<file path="config.mk">
export PLATFORM = sky130hd
export DESIGN_NAME = regfile_param
export DESIGN_NICKNAME = d
export VERILOG_FILES = /design/src/rtl/regfile_param.sv
export SDC_FILE = /design/constraint.sdc
export NUM_CORES = 2
export LEC_CHECK = 0
export CAP_MARGIN = 20
export CORE_ASPECT_RATIO = 0.5
export CORE_UTILIZATION = 65
export DETAILED_ROUTE_END_ITERATION = 12
export PLACE_DENSITY_LB_ADDON = 0.25
export SETUP_SLACK_MARGIN = 0.05
export SYNTH_ARGS = -nofsm -noshare
export SYNTH_HDL_FRONTEND = slang
export SYNTH_SLANG_ARGS = --single-unit
</file>
<file path="constraint.sdc">
create_clock -name clk -period 7.5 [get_ports clk]
set_input_delay 1.875 -clock clk [delete_from_list [all_inputs] [get_ports clk]]
set_output_delay 1.875 -clock clk [all_outputs]
set_load 0.01 [all_outputs]
</file>
<file path="src/rtl/regfile_param.sv">
// Parameterised register file with a per-register pending-write scoreboard.
//
// Ports:
//   clk           - clock; all state updates on the rising edge
//   reset         - asynchronous active-low reset; clears data and scoreboard
//   RegWrite      - write enable
//   WriteRegister - write address
//   WriteData     - write data
//   ReadRegister  - NREAD packed read addresses, port k at [k*ADDR_W +: ADDR_W]
//   ReadData      - NREAD packed read data, same slice order as ReadRegister
//   IssueValid    - a producer claims IssueRegister as its destination this cycle
//   IssueRegister - claimed destination address
//   Busy          - per read port: the addressed register has a pending write
//
// ZERO_REG = -1 disables the hardwired-zero register. BYPASS = 1 forwards a
// same-cycle write to matching read ports and hides its scoreboard bit.
module regfile_param #(
    parameter int unsigned DATA_W   = 64,
    parameter int unsigned ADDR_W   = 5,
    parameter int unsigned NREAD    = 2,
    parameter int          ZERO_REG = 31,
    parameter bit          BYPASS   = 1
) (
    input  logic                      clk,
    input  logic                      reset,
    input  logic                      RegWrite,
    input  logic [ADDR_W-1:0]         WriteRegister,
    input  logic [DATA_W-1:0]         WriteData,
    input  logic [NREAD*ADDR_W-1:0]   ReadRegister,
    output logic [NREAD*DATA_W-1:0]   ReadData,
    input  logic                      IssueValid,
    input  logic [ADDR_W-1:0]         IssueRegister,
    output logic [NREAD-1:0]          Busy
);

    localparam int unsigned       Depth    = 2 ** ADDR_W;
    localparam bit                HasZero  = (ZERO_REG >= 0);
    localparam logic [ADDR_W-1:0] ZeroAddr = ADDR_W'(HasZero ? ZERO_REG : 0);

    function automatic logic is_zero(input logic [ADDR_W-1:0] addr);
        return HasZero && (addr == ZeroAddr);
    endfunction

    logic [DATA_W-1:0] regs_q [Depth];
    logic [Depth-1:0]  busy_q;
    logic [Depth-1:0]  busy_d;
    logic              wr_en;
    logic              iss_en;

    // The zero register is never written nor marked busy.
    assign wr_en  = RegWrite && !is_zero(WriteRegister);
    assign iss_en = IssueValid && !is_zero(IssueRegister);

    // Clear first, then set: a same-cycle issue to the written register wins
    // because it represents a newer producer.
    always_comb begin
        busy_d = busy_q;
        if (RegWrite) begin
            busy_d[WriteRegister] = 1'b0;
        end
        if (iss_en) begin
            busy_d[IssueRegister] = 1'b1;
        end
    end

    always_ff @(posedge clk or negedge reset) begin
        if (!reset) begin
            busy_q <= '0;
        end else begin
            busy_q <= busy_d;
        end
    end

    always_ff @(posedge clk or negedge reset) begin
        if (!reset) begin
            for (int i = 0; i < Depth; i++) begin
                regs_q[i] <= '0;
            end
        end else if (wr_en) begin
            regs_q[WriteRegister] <= WriteData;
        end
    end

    for (genvar k = 0; k < NREAD; k++) begin : g_read
        logic [ADDR_W-1:0] addr;
        logic              hit;
        logic              claim;

        assign addr  = ReadRegister[k*ADDR_W +: ADDR_W];
        assign hit   = BYPASS && wr_en && (addr == WriteRegister);
        assign claim = iss_en && (IssueRegister == addr);

        // Outputs are forced to zero while reset is held so a bypassed write
        // cannot leak through during reset.
        assign ReadData[k*DATA_W +: DATA_W] =
            (!reset || is_zero(addr)) ? '0 :
            hit                       ? WriteData :
                                        regs_q[addr];

        // A forwarded write resolves the pending value, unless a new producer
        // claims the same register in this cycle.
        assign Busy[k] = reset && busy_q[addr] && !(hit && !claim);
    end

endmodule

</file>
Yosys cells after proc, flatten, opt, wreduce, memory -nomap -nowiden
Index checks and enable logic that the tools add are counted.
{"block": "word_totals", "reg_bits": 2080, "input_bits": 88, "out_inout_bits": 130, "wordCells": 104}
{"block": "op_classes", "magnitude_cmp": 10, "n_eq_ne": 8, "muxes": 23, "bitwise": 6, "n_reduce_logical": 24}
{"operator": "2048-bit bitwise mux", "n": 1}
{"operator": "64-bit binary-select mux with 5-bit select", "n": 2}
{"operator": "64-bit 2-to-1 mux", "n": 9}
{"operator": "64-bit demux with 5-bit select", "n": 1}
{"operator": "32-bit 2-to-1 mux", "n": 2}
{"operator": "32-bit bitwise AND", "n": 1}
{"operator": "32-bit NOT", "n": 1}
{"operator": "32-bit bitwise OR", "n": 1}
{"operator": "5-bit by 6-bit less-than comparator with 1-bit output, second input constant", "n": 4}
{"operator": "5-bit equality test", "n": 4}
{"operator": "5-bit equality test, second input constant", "n": 4}
{"operator": "6-bit >= comparator, second input constant", "n": 3}
{"operator": "5-bit NOT with 6-bit output", "n": 3}
{"operator": "1-bit logical AND", "n": 15}
{"operator": "1-bit binary-select mux with 5-bit select", "n": 2}
{"operator": "1-bit demux with 5-bit select", "n": 2}
{"operator": "5-bit by 1-bit >= comparator with 1-bit output, second input constant", "n": 2}
{"operator": "1-bit logical NOT", "n": 7}
{"operator": "6-bit by 1-bit less-than comparator with 1-bit output, second input constant", "n": 1}
{"operator": "1-bit 2-to-1 mux", "n": 4}
{"operator": "1-bit logical OR", "n": 2}

Logic depth before layout (Yosys ltp)
{"block": "logic_depth", "depth_word": 9, "ltp_mapped": 10, "ltp_nobuf": 5}

Worst setup path after synthesis
OpenSTA, ideal clock, no wires.
{"block": "synth_path", "path_kind": "input -> output", "start": "input port ReadRegister[2]", "end": "output port Busy[0]", "arrival_ns": 3.424, "required_time_ns": 5.625, "setup_slack_ns": 2.201, "cell_stages": 8, "path_buffers": 4, "path_cell_list": "buf_4 -> buf_4 -> buf_2 -> buf_4 -> xor2_1 -> nor4_1 -> a31oi_1 -> nor4_1"}
{"block": "synth_via", "elab_chain_cells": 6}
{"item": "from (decl)", "line_no": "29", "rtl": "input logic [NREAD*ADDR_W-1:0] ReadRegister,"}
{"item": "branches (longest 5 deep; another with 1-bit binary-select mux with 5-bit select)"}
{"item": "1-bit logical AND (*)", "line_no": "102", "rtl": "assign Busy[k] = reset && busy_q[addr] && !(hit && !claim);"}
{"item": "to (decl)", "line_no": "33", "rtl": "output logic [NREAD-1:0] Busy"}
Every way passes the cells marked *. The select of a mux whose other input is x is not followed.

Worst setup path after layout
{"block": "layout_path", "start": "input port WriteRegister[0]", "end": "output port ReadData[23]"}
{"block": "layout_via", "elab_chain_cells": 6}
{"item": "from (decl)", "line_no": "27", "rtl": "input logic [ADDR_W-1:0] WriteRegister,"}
{"item": "5-bit equality test", "line_no": "41", "rtl": "return HasZero && (addr == ZeroAddr);"}
{"item": "1-bit logical NOT", "line_no": "51", "rtl": "assign wr_en = RegWrite && !is_zero(WriteRegister);"}
{"item": "1-bit logical AND", "line_no": "51"}
{"item": "1-bit logical AND (*)", "line_no": "90", "rtl": "assign hit = BYPASS && wr_en && (addr == WriteRegister);"}
{"item": "64-bit 2-to-1 mux (*)", "line_no": "97", "rtl": "hit ? WriteData :"}
{"item": "64-bit 2-to-1 mux (*)", "line_no": "96", "rtl": "(!reset || is_zero(addr)) ? '0 :"}
{"item": "to (decl)", "line_no": "30", "rtl": "output logic [NREAD*DATA_W-1:0] ReadData,"}
Every way passes the cells marked *; elsewhere a longest branch is shown, timed or not.

==> run summary <==
Seq pwr share = 46.7%
P_sw = 8.86 mW
worst skew pair latency = 830 ps
Die Y = 295 microns
FP Rows = 107
final critical-path share of the clock period = 91.4%
Worst slew margin = 18.7%
required time of the critical path = 5620 ps
Hold Vio Cnt, Final = 0
critical path arrival = 4980 ps
Worst Tran Pin Value = 1220 ps
Clock Skew = 0 ps
Clk network pwr share = 31.3%
Startpoint Class = input port
most frequent CP cell = clkdlybuf4s50_1
Max clock buf depth = 4
# resized after CTS = 0
Yosys top cell area share = 46.6%
Post-CTS Hold Buffers = 0
Bufs and invs on worst path = 3
Tmin final = 6860 ps
sequential cell area fraction in the yosys report = 46.6%
Post-synth EDFFs = 0
post-route setup TNS = 0 ps
vias in the first global route = 76700
Ys Warns = 0
Critical Path, Cell by Cell = clkdlybuf4s50_1 > xor2_1 > nor4_4 > a31oi_4 > buf_12 > o21ai_1 > o2111a_1 > clkdlybuf4s50_1
Routed Antenna Nets = 0
WS Path Type = in -> out
DRC = 4
combinational cell fraction of total power = 22.0%
Leak Pwr = 52.5 nW
CTS tree = yes
PwrDens = 262 nW/um^2
# setup viols final = 0
Reg clk slew, reported paths = 70 ps
Core Util, Final = 71.8%
detailed-route via count = 72300
synth top area cells = dfrtp_1 (47%), mux4_2 (21%), mux2_2 (20%), mux2i_1 (2.4%), o22ai_1 (1.5%)
post-synthesis average cell area = 15.5 sq um
clk sinks = 2080
VDD IR-drop max = 187 uV
Internal = 23.2 mW
failing checks = DRC
Root Buffer Master = clkbuf_16
Layout Nets = 7087
slowest stage cell on the critical path = clkdlybuf4s50_1
Top-Level Pins = 218
Sw Ratio = 27.6%
grt ovf = 0
port bufs = 217
slowest stage delay, CP = 610 ps
Setup crit end kind = primary output
post-synth top area cell = dfrtp_1
status = finished with violations
maximum capacitance violations = 0
initial antenna violation count = 5
Core ar. = 170000 sq um
RD Place Congestion = 0.852
Die Width = 588 microns
first-pass GRT wire length = 507 mm
share of post-route cells with drive strength above 1 = 51.3%
Worst Hold Class = reg -> reg
unrepaired setup endpoints after global routing = false
largest net degree at the start of global routing = 172
Initial DRT Pass Iterations = 10
Area Overhead vs Synth = 9.53%
WL final = 343 mm
post-synthesis net count = 7295
Hold WS = 399 ps
f_max = 146 MHz
Yosys reg bits = 2080
CP delay by family, top = buffers and inverters
post-CTS setup repair buffer count = 0
Global Route Usage Sum = 39.7%
Die ar. = 174000 sq um
synthesized instance count = 7207
Num CTS Buffers = 189
Post-DP HPWL = 192 mm
initial core utilization = 65.5%
WL per Instance = 36.3 microns
Max Fanout on Critical Path = 47
vias per cell = 7.67
CTS H-tree lvls = 4
DRT iter0 DRCs = 8812
Top FF cell, synth = dfrtp_1
ys async rst share = 100%
Post-Syn Area = 112000 sq um
Synth cell types = 59
final max-slew violation count = 0
==> final timing paths <==
check,from,to,cells after the start,slack [ps]
hold reg to reg,regs_q[44]$_DFFE_PN0P_,regs_q[44]$_DFFE_PN0P_,0,400
max in group asynchronous,reset,regs_q[1988]$_DFFE_PN0P_,6,2690
setup reg to reg,regs_q[270]$_DFFE_PN0P_,regs_q[270]$_DFFE_PN0P_,1,6640
setup / recovery,WriteRegister[0],ReadData[23],8,640
min in group asynchronous,reset,regs_q[1847]$_DFFE_PN0P_,1,900
hold / removal,regs_q[44]$_DFFE_PN0P_,regs_q[44]$_DFFE_PN0P_,0,400
==> through the flow <==
step | area (sq um) | total power, mW | worst slack [ps] | std cells
floorplan | 112000 | 19.8 | 2200 | 7207
global placement | 115000 | 21.4 | 731 | 9065
detailed placement | 115000 | 22.0 | 681 | 9065
CTS | 122000 | 31.9 | 667 | 9396
global route | 122000 | 33.2 | 575 | 9430
finish | 122000 | 32.1 | 645 | 9431
==> synth_stat cells, types with 5 or more instances <==
| cell type | instances |
|---|---|
| buf_4 | 72 |
| clkbuf_1 | 396 |
| mux4_2 | 1030 |
| nor2_2 | 5 |
| nand3b_1 | 8 |
| dfrtp_1 | 2080 |
| o21ai_1 | 126 |
| nand3_1 | 8 |
| mux2_1 | 90 |
| buf_1 | 24 |
| nor2_1 | 15 |
| a22o_1 | 16 |
| nand2b_1 | 5 |
| buf_6 | 55 |
| xor2_1 | 14 |
| o2111a_1 | 127 |
| o22ai_1 | 266 |
| mux2i_1 | 270 |
| xnor2_1 | 6 |
| o21ai_0 | 16 |
| nand2_1 | 153 |
| inv_1 | 11 |
| mux2_2 | 2029 |
| nor3b_1 | 8 |
| buf_2 | 314 |
==> area by class of cell <==
cell class	count	area, sq um
clock inverter	56	736
clock buffer	275	5510
timing repair buffer	469	5580
multi-input combinational	4248	55500
antenna	3	7.51
sequential	2080	52000
fill	10400	48100
inverter	11	41.3
tap	2289	2860
==> power groups by stage <==
stage	Combinational (mW)	Clock, mW	Sequential, mW
2_1_floorplan	5.31	0	14.5
3_3_place_gp	6.67	0	14.7
3_5_place_dp	6.94	0	15.1
4_1_cts	6.99	10.1	14.9
5_1_grt	7.45	10.5	15.2
6_report	7.07	10.0	15.0
==> layer usage <==
| metal | vias to the layer above | GRT usage, % | part of all wire [%] |
|---|---|---|---|
| met5 | - | 0 | 0.0053 |
| met4 | 4 | 20.1 | 5.5 |
| met3 | 1045 | 10.9 | 11 |
| met2 | 4719 | 61.5 | 47 |
| met1 | 38900 | 52.4 | 37 |
| li1 | 27600 | - | - |
==> registers in the layout (all words and copies together), names as in the netlist <==
| signal | count |
|---|---|
| busy_q | 32 |
| regs_q | 2048 |
==> logic make-up (layout without fill, tap and decap cells) <==
kind of cell	after synthesis	after routing	share of synthesized area [%]
mux	3419	3419	44.6
flops	2080	2080	46.6
buf+inv	879	811	3.96
compound gates	579	579	3.76
simple gates	230	230	0.965
xor+xnor	20	20	0.157
other cells	0	3	0
==> cell usage in the layout (no fill, tap or decap), types with 14 or more instances in the layout <==
| cell type | netlist | routed |
|---|---|---|
| buf_4 | 72 | 148 |
| bufinv_16 | 0 | 15 |
| o2111a_1 | 127 | 127 |
| clkinv_2 | 0 | 26 |
| a22o_1 | 16 | 16 |
| nand2_4 | 0 | 18 |
| mux2_1 | 90 | 90 |
| clkbuf_8 | 0 | 44 |
| clkbuf_16 | 0 | 201 |
| mux4_2 | 1030 | 1030 |
| clkdlybuf4s50_1 | 0 | 208 |
| o22ai_1 | 266 | 266 |
| nand2_1 | 153 | 135 |
| o21ai_1 | 126 | 126 |
| buf_16 | 0 | 18 |
| dfrtp_1 | 2080 | 2080 |
| mux2i_1 | 270 | 270 |
| buf_12 | 0 | 72 |
| clkbuf_1 | 396 | 41 |
| mux2_2 | 2029 | 2029 |
| xor2_1 | 14 | 14 |
| o21ai_0 | 16 | 16 |
(Power assumes the default switching activity.)
